File: src/rtl/ram_arbiter_if.sv
`default_nettype none
// ============================================================================
// ram_arbiter_if: requester-side and RAM-side signal bundle for ram_arbiter
// Revision: 1.0
// ============================================================================
interface ram_arbiter_if;
   logic        iREN;
   logic [31:0] iaddr;
   logic        iwait;
   logic [31:0] iload;
   logic        dREN;
   logic        dWEN;
   logic [31:0] daddr;
   logic [31:0] dstore;
   logic        dwait;
   logic [31:0] dload;
   logic        ram_ren;
   logic        ram_wen;
   logic [31:0] ram_addr;
   logic [31:0] ram_store;
   logic [31:0] ram_load;
   logic [1:0]  ram_state;
   logic        err;

   modport slave (
      input  iREN, iaddr, dREN, dWEN, daddr, dstore, ram_load, ram_state,
      output iwait, iload, dwait, dload, ram_ren, ram_wen, ram_addr, ram_store, err
   );

   modport master (
      output iREN, iaddr, dREN, dWEN, daddr, dstore, ram_load, ram_state,
      input  iwait, iload, dwait, dload, ram_ren, ram_wen, ram_addr, ram_store, err
   );
endinterface

`default_nettype wire

File: src/rtl/ram_arbiter.sv
`default_nettype none
// ============================================================================
// ram_arbiter: shares one RAM port between instruction fetch and data access
// Build option RAM_ARB_FAIR_EN: alternate priority on simultaneous requests
// Revision: 1.0
// ============================================================================
module ram_arbiter #(
   parameter int TIMEOUT = 255
) (
   input  logic         CLK,
   input  logic         nRST,
   ram_arbiter_if.slave bus
);
   localparam logic [1:0] IDLE       = 2'd0;
   localparam logic [1:0] DGRANT     = 2'd1;
   localparam logic [1:0] IGRANT     = 2'd2;
   localparam logic [1:0] RAM_ACCESS = 2'd2;
   localparam logic [1:0] RAM_ERROR  = 2'd3;
   localparam logic [7:0] CNT_LAST   = 8'(TIMEOUT - 1);

   logic [1:0]  state, next_state;
   logic [7:0]  cnt, next_cnt;
   logic        dreq, data_pri, granted, req_g, hit, fault, expire, finish;
   logic        iwait, dwait, ram_ren, ram_wen, err;
   logic [31:0] iload, dload, ram_addr, ram_store;

`ifdef RAM_ARB_FAIR_EN
   logic last_d;

   always_ff @(posedge CLK or negedge nRST) begin
      if (!nRST)
         last_d <= 1'b0;
      else if (state == IDLE && next_state != IDLE)
         last_d <= (next_state == DGRANT);
   end

   assign data_pri = ~last_d;
`else
   assign data_pri = 1'b1;
`endif

   assign dreq    = bus.dREN | bus.dWEN;
   assign granted = (state == DGRANT) | (state == IGRANT);
   assign req_g   = (state == DGRANT) ? dreq : bus.iREN;
   assign hit     = granted & req_g & (bus.ram_state == RAM_ACCESS);
   assign fault   = granted & req_g & (bus.ram_state == RAM_ERROR);
   // RAM completion in the final allowed cycle takes precedence over the abort
   assign expire  = granted & req_g & ~hit & ~fault & (cnt == CNT_LAST);
   assign finish  = hit | fault | expire;
   assign err     = fault | expire;

   always_comb begin
      next_state = state;
      next_cnt   = cnt;
      case (state)
         IDLE: begin
            next_cnt = '0;
            if (dreq && (!bus.iREN || data_pri))
               next_state = DGRANT;
            else if (bus.iREN)
               next_state = IGRANT;
         end
         DGRANT, IGRANT: begin
            if (!req_g || finish)
               next_state = IDLE;
            else
               next_cnt = cnt + 8'd1;
         end
         default: next_state = IDLE;
      endcase
   end

   always_comb begin
      ram_ren   = 1'b0;
      ram_wen   = 1'b0;
      ram_addr  = '0;
      ram_store = '0;
      iwait     = bus.iREN;
      dwait     = dreq;
      iload     = '0;
      dload     = '0;
      case (state)
         DGRANT: begin
            ram_addr  = bus.daddr;
            ram_store = bus.dstore;
            ram_wen   = bus.dWEN;
            ram_ren   = bus.dREN & ~bus.dWEN;
            if (finish)
               dwait = 1'b0;
            if (hit)
               dload = bus.ram_load;
         end
         IGRANT: begin
            ram_addr = bus.iaddr;
            ram_ren  = 1'b1;
            if (finish)
               iwait = 1'b0;
            if (hit)
               iload = bus.ram_load;
         end
         default: ;
      endcase
   end

   always_ff @(posedge CLK or negedge nRST) begin
      if (!nRST) begin
         state <= IDLE;
         cnt   <= '0;
      end else begin
         state <= next_state;
         cnt   <= next_cnt;
      end
   end

   assign bus.iwait     = iwait;
   assign bus.iload     = iload;
   assign bus.dwait     = dwait;
   assign bus.dload     = dload;
   assign bus.ram_ren   = ram_ren;
   assign bus.ram_wen   = ram_wen;
   assign bus.ram_addr  = ram_addr;
   assign bus.ram_store = ram_store;
   assign bus.err       = err;
endmodule

`default_nettype wire

File: src/flat_wrapper.sv
// flat-port wrapper written by rule: the top's interface ports become plain ports
module ram_arbiter_flat 
#(
   parameter int TIMEOUT = 255
)
  (CLK, nRST, bus_iREN, bus_iaddr, bus_dREN, bus_dWEN, bus_daddr, bus_dstore, bus_ram_load, bus_ram_state, bus_iwait, bus_iload, bus_dwait, bus_dload, bus_ram_ren, bus_ram_wen, bus_ram_addr, bus_ram_store, bus_err);
  ram_arbiter_if bus_i ();
  input  logic CLK;
  input  logic nRST;
  input wire logic [$bits(bus_i.iREN)-1:0] bus_iREN;
  input wire logic [$bits(bus_i.iaddr)-1:0] bus_iaddr;
  input wire logic [$bits(bus_i.dREN)-1:0] bus_dREN;
  input wire logic [$bits(bus_i.dWEN)-1:0] bus_dWEN;
  input wire logic [$bits(bus_i.daddr)-1:0] bus_daddr;
  input wire logic [$bits(bus_i.dstore)-1:0] bus_dstore;
  input wire logic [$bits(bus_i.ram_load)-1:0] bus_ram_load;
  input wire logic [$bits(bus_i.ram_state)-1:0] bus_ram_state;
  output wire logic [$bits(bus_i.iwait)-1:0] bus_iwait;
  output wire logic [$bits(bus_i.iload)-1:0] bus_iload;
  output wire logic [$bits(bus_i.dwait)-1:0] bus_dwait;
  output wire logic [$bits(bus_i.dload)-1:0] bus_dload;
  output wire logic [$bits(bus_i.ram_ren)-1:0] bus_ram_ren;
  output wire logic [$bits(bus_i.ram_wen)-1:0] bus_ram_wen;
  output wire logic [$bits(bus_i.ram_addr)-1:0] bus_ram_addr;
  output wire logic [$bits(bus_i.ram_store)-1:0] bus_ram_store;
  output wire logic [$bits(bus_i.err)-1:0] bus_err;
  assign bus_i.iREN = bus_iREN;
  assign bus_i.iaddr = bus_iaddr;
  assign bus_i.dREN = bus_dREN;
  assign bus_i.dWEN = bus_dWEN;
  assign bus_i.daddr = bus_daddr;
  assign bus_i.dstore = bus_dstore;
  assign bus_i.ram_load = bus_ram_load;
  assign bus_i.ram_state = bus_ram_state;
  assign bus_iwait = bus_i.iwait;
  assign bus_iload = bus_i.iload;
  assign bus_dwait = bus_i.dwait;
  assign bus_dload = bus_i.dload;
  assign bus_ram_ren = bus_i.ram_ren;
  assign bus_ram_wen = bus_i.ram_wen;
  assign bus_ram_addr = bus_i.ram_addr;
  assign bus_ram_store = bus_i.ram_store;
  assign bus_err = bus_i.err;
  ram_arbiter #(.TIMEOUT(TIMEOUT)) u_core (.CLK(CLK), .nRST(nRST), .bus(bus_i));
endmodule
File: config.mk
export PLATFORM = sky130hd
export DESIGN_NAME = ram_arbiter_flat
export DESIGN_NICKNAME = d
export VERILOG_FILES = /design/src/rtl/ram_arbiter_if.sv /design/src/rtl/ram_arbiter.sv /design/src/flat_wrapper.sv
export SDC_FILE = /design/constraint.sdc
export NUM_CORES = 1
export LEC_CHECK = 0
export ABC_CLOCK_PERIOD_IN_PS = 2550
export BUFFER_PORTS_ARGS = -buffer_cell sky130_fd_sc_hd__buf_2
export CORE_AREA = 10 10 95 97
export CTS_CLUSTER_SIZE = 10
export DETAILED_ROUTE_END_ITERATION = 10
export DIE_AREA = 0 0 105 107
export PLACE_DENSITY = 0.86
export SETUP_SLACK_MARGIN = 0.1
export SLEW_MARGIN = 25
export SYNTH_ARGS = -nofsm -noshare
export SYNTH_HDL_FRONTEND = slang
export SYNTH_SLANG_ARGS = --single-unit
File: constraint.sdc
create_clock -name CLK -period 2.55 [get_ports CLK]
set_clock_uncertainty 0.2 [all_clocks]
set_input_delay 0.6375 -clock CLK [delete_from_list [all_inputs] [get_ports CLK]]
set_output_delay 0.6375 -clock CLK [all_outputs]
set_load 0.01 [all_outputs]
Word level (Yosys, flattened, before mapping) --
Cells that the tools add are included.
Storage, ports and cells: flip-flop bits (word level) 10, output and inout bits 133, word-level logic and storage cells 51
Cells by class: add/subtract/negate cells 1, equality and inequality tests 8, muxes and demuxes 18, bitwise operators 15, reduce and logical (&&, ||, !) cells 7
Operator list (number):
- $mux 32 | 4
- $pmux 32 s2 | 1
- $pmux 8 s2 | 1
- $add 8x1->8 const B | 1
- $eq 8x8->1 const B | 1
- $mux 8 | 1
- $and 1x1->1 | 7
- $eq 2x2->1 const B | 3
- $mux 1 | 6
- $mux 2 | 3
- $or 1x1->1 | 5
- $pmux 2 s2 | 1
- $reduce_and 2->1 | 2
- $ne 3x2->1 const B | 1
- $not 1->1 | 3
- $eq 2x1->1 const B | 1
- $logic_not 2->1 | 1
- $ne 2x1->1 const B | 1
- $ne 2x2->1 const B | 1
- $pmux 1 s2 | 1
- $reduce_bool 2->1 | 1
- $reduce_or 2->1 | 1
- $logic_not 1->1 | 1
- $logic_or 1x1->1 | 1

Logic depth before layout (Yosys ltp) --
depth in word-level cells 12, depth in mapped cells 8, gate-level depth less buffers 7

Least setup slack after synthesis --
Ideal clock, no wire load.
path type reg2out, from register u_core.state[1], to output port bus_iload[10], data arrival time 1.724 ns, path slack -0.012 ns, cell stages (with the launch flop) 9, path buffers 2, cells stage by stage dfrtp_1 inv_1 ha_1 buf_2 o21ai_0 a21oi_4 and3_1 clkbuf_1 and2_1
Between the ends: word-level cells in the longest chain between the ends 6, elaborated cells between the ends (all ways) 8
RTL lines:
- start, declared | RTL line ram_arbiter.sv:21 | logic [1:0] state, next_state;
- start signal, assigned | RTL line ram_arbiter.sv:110 | state <= next_state;
- $eq 2x1->1 / $eq 2x2->1 (equally long branches) | RTL line ram_arbiter.sv:43, ram_arbiter.sv:44, ram_arbiter.sv:82
- $or 1x1->1 / $mux 1 (equally long branches) | RTL line ram_arbiter.sv:43, ram_arbiter.sv:44
- $and 1x1->1 (2 in a row) | RTL line ram_arbiter.sv:45 | assign hit = granted & req_g & (bus.ram_state == RAM_ACCESS);
- $mux 32 | RTL line ram_arbiter.sv:98 | if (hit)
- $mux 32 (*) | RTL line ram_arbiter.sv:82 | case (state)
- end, declared | RTL line flat_wrapper.sv:19 | output wire logic [$bits(bus_i.iload)-1:0] bus_iload;
Mark *: on every way between the ends. The rest lies on a longest branch, timed or not.

Worst setup path in the final report --
from register u_core.state[0], to output port bus_dload[10]
Between the ends: word-level cells in the longest chain between the ends 6, elaborated cells between the ends (all ways) 8
RTL lines:
- $eq 2x1->1 / $eq 2x2->1 (equally long branches) | RTL line ram_arbiter.sv:43, ram_arbiter.sv:44, ram_arbiter.sv:82
- $or 1x1->1 / $mux 1 (equally long branches) | RTL line ram_arbiter.sv:43, ram_arbiter.sv:44
- $and 1x1->1 (2 in a row) | RTL line ram_arbiter.sv:45
- $mux 32 | RTL line ram_arbiter.sv:90 | if (hit)
- $mux 32 (*) | RTL line ram_arbiter.sv:82
- end, declared | RTL line flat_wrapper.sv:21 | output wire logic [$bits(bus_i.dload)-1:0] bus_dload;
Marked as above.

==> metrics.md <==
| Metric | Value |
|---|---|
| Status | finished, violations left |
| Failing checks | setup timing |
| Die X | ~110 um |
| Post-layout worst setup margin | -0.196 ns |
| Synth area leader | and2_1 |
| Fin crit share | 108% |
| Post-detailed-route DRC marker count | 0 |
| CTS max path bufs | 2 |
| Area Overhead vs Synth | 106% |
| Share of cells above drive strength 1 | 61.6% |
| Worst EP arrival | 1.91 ns |
| Die Y-Extent | 107 um |
| FF+latch count, synth | 10 |
| Top-count cell post-synth | and2_1 |
| Slew Limit Fails | 0 |
| Initial DRC Count | 137 |
| Die area | 11,200 um2 |
| Minimum clock period | 2.75 ns |
| Clk Latency, worst-skew pair | 0.25 ns |
| Pwr dens | 736 nW/um2 |
| Syn Nets | 400 |
| DR vias | 3,066 |
| RSZ-0062 raised after global routing | true |
| Largest cells by area after synthesis | and2_1, dfrtp_1, a22oi_1, nor2b_1, clkbuf_1 |
| Placed insts | 616 |
| Synth unique cells | 38 |
| Port Buffers | 267 |
| Post-DP HPWL | a little under 10 mm |
| TritonCTS clock tree | done |
| Top FF cell, synth | dfrtp_1 |
| Layout Cells excl Fill | 628 |
| Endpoints failing setup | 64 |
| Antenna Cells | 0 |
| Yosys warning count | 0 |
| CP Capture Type | primary output |
| Worst Path Max Fanout | 16 |
| Drt pass-1 iters | 4 |
| Kind of cell adding the most delay to the critical path | simple AND/OR/NAND/NOR gates |
| Commonest cells in the netlist | and2_1, nor2b_1, a22oi_1 |
| Crit path from | u_core.state[0] |
| Routed vias/inst | 4.88 |
| Sequential share of the synthesized area | 13.6% |
| Post-place setup slack | -0.0449 ns |
| Sink Count | 10 |
| Hold slack | around 0.05 ns |
| Final WL | between 10 and 15 mm |
| IO Count | 268 |
| Total GRT Usage | a little under a fifth |
| Crit path cell chain | inv_2 > ha_4 > o21ai_4 > a21oi_4 > and3_4 > buf_16 > and2_1 > buf_6 |
| Max Cap Viol | 0 |
| Syn_area_per_cell | about 7 um2 |
| Max frequency | 364 MHz |
| Nets | 670 |
| Initial core utilization | 25.8% |
| Vias in the first global route | 3,109 |
| Setup TNS | -10.94 ns |
| GPL Wtd Cong | 0.851 |
| Final hold violation count | 0 |
| Critical path's slowest cell | dfrtp_1 |
| Initial antenna violation count | 0 |
| Worst Tran Pin Value | 0.315 ns |
| Synthesized area | ~1800 um2 |
| Layout filler cell count | around 660 |
| Synth top area share | 32.9% |
| Cts hold-fix bufs | 0 |
| Max incr delay on CP | 0.42 ns |
| CTS clock-pin slew for the worst setup and hold paths | 0.05 ns |
| VDD IR max | 0.000740 V |
| Worst hold-check path type | primary input to asynchronous set/reset pin |
| Worst Setup Start Kind | register |
| Asr flop ratio synth | 100% |
| Final ANT Viol Nets | 0 |
| TritonCTS buffer count | 3 |
| Post-synth EDFFs | 0 |
| Worst path bufs/invs | 3 |
| Leak Pwr | 2.13 nW |
| Syn Inst Count | 260 |
| R2r startpoint | u_core.state[0] |
| Htree depth | 1 |
| Gr ovfl total | 0 |
| Largest net degree at the start of global routing | 40 |
| Rows | 31 |
| DR WL/cell | ~20 um |
| First-pass GRT wire length | 17.3 mm |
| Slew HR | 79.0% |
| Core area | 7140 um2 |
| Required @ worst endpoint | 1.71 ns |
| WS Path Type | register to primary output |
| CTS root buf | clkbuf_8 |
-- registers in the layout, summed over array words and instances, names as in the netlist --
signal and flops:
u_core.cnt 8, u_core.state 2
-- final timing paths --
check | end | slack, ns | cells past startpoint
min in group CLK | u_core.cnt[5] | 0.36 | 1
setup reg to reg | u_core.cnt[3] | 0.33 | 8
hold reg to reg | u_core.cnt[5] | 0.36 | 1
setup / recovery | bus_dload[10] | -0.20 | 8
max in group asynchronous | u_core.cnt[0] | 1.88 | 1
hold / removal | u_core.cnt[2] | 0.05 | 1
-- where the power goes --
group          switching (mW)  internal [mW]
combinational            1.26           1.09
sequential             0.0407          0.191
clock                  0.0724          0.137
-- stage by stage --
step | util (%) | total power, mW | instance area, um2
after floorplan | - | 1.45 | 1850
after global placement | 46.9 | 2.17 | 3350
after detailed placement | 46.9 | 2.24 | 3350
after CTS | 50.2 | 2.60 | 3580
after global routing | 53.1 | 2.98 | 3790
final | 53.1 | 2.79 | 3790
-- routing by layer --
layer	GRT usage, %	vias to the layer above	wire length [um]
li1	-	1428	-
met1	18.6	1425	4340
met2	35.7	191	6430
met3	7.54	22	1250
met4	4.51	0	275
met5	0	-	0
-- timing repair --
item / in CTS / in global routing
endpoints found under the setup margin: 102 / 105
buffers inserted: 2 / 4
gates resized for setup: 19 / 33
cloned: 3 / 1
pin swaps: 2 / 3
-- area by class of cell --
cell class	instances	area, um2	area share, %
Tap cell	99	124	3.27
Multi-Input combinational cell	223	1630	43.0
Sequential cell	10	253	6.66
Timing Repair Buffer	287	1710	45.2
Clock buffer	4	55.1	1.45
Inverter	5	18.8	0.495
-- placed cells by master (no fill, tap or decap), drive strengths merged, types with 2 or more instances in the layout --
| master | count |
|---|---|
| nor2 | 4 |
| a41oi | 2 |
| a21oi | 6 |
| o21ai | 8 |
| dfrtp | 10 |
| nor4 | 2 |
| inv | 5 |
| and2 | 97 |
| a31oi | 2 |
| buf | 286 |
| nand2 | 8 |
| and3 | 3 |
| clkbuf | 5 |
| ha | 5 |
| a22oi | 32 |
| nand3 | 2 |
| nor2b | 34 |
| a211o | 2 |
| nor3 | 3 |
-- kinds of logic (layout without fill, tap and decap cells) --
kind of cell               count (synthesis)  count (layout)  share of synthesized area (%)
AOI/OAI and AO/OA                         58              58                           23.7
xor gates and xnor gates                   1               1                          0.475
adders and majority gates                  5               5                           3.39
buffers and inverters                     27             296                           5.77
DFF                                       10              10                           13.6
and+or+nand+nor                          159             159                           53.1
Power figures use the tool's default switching activity.
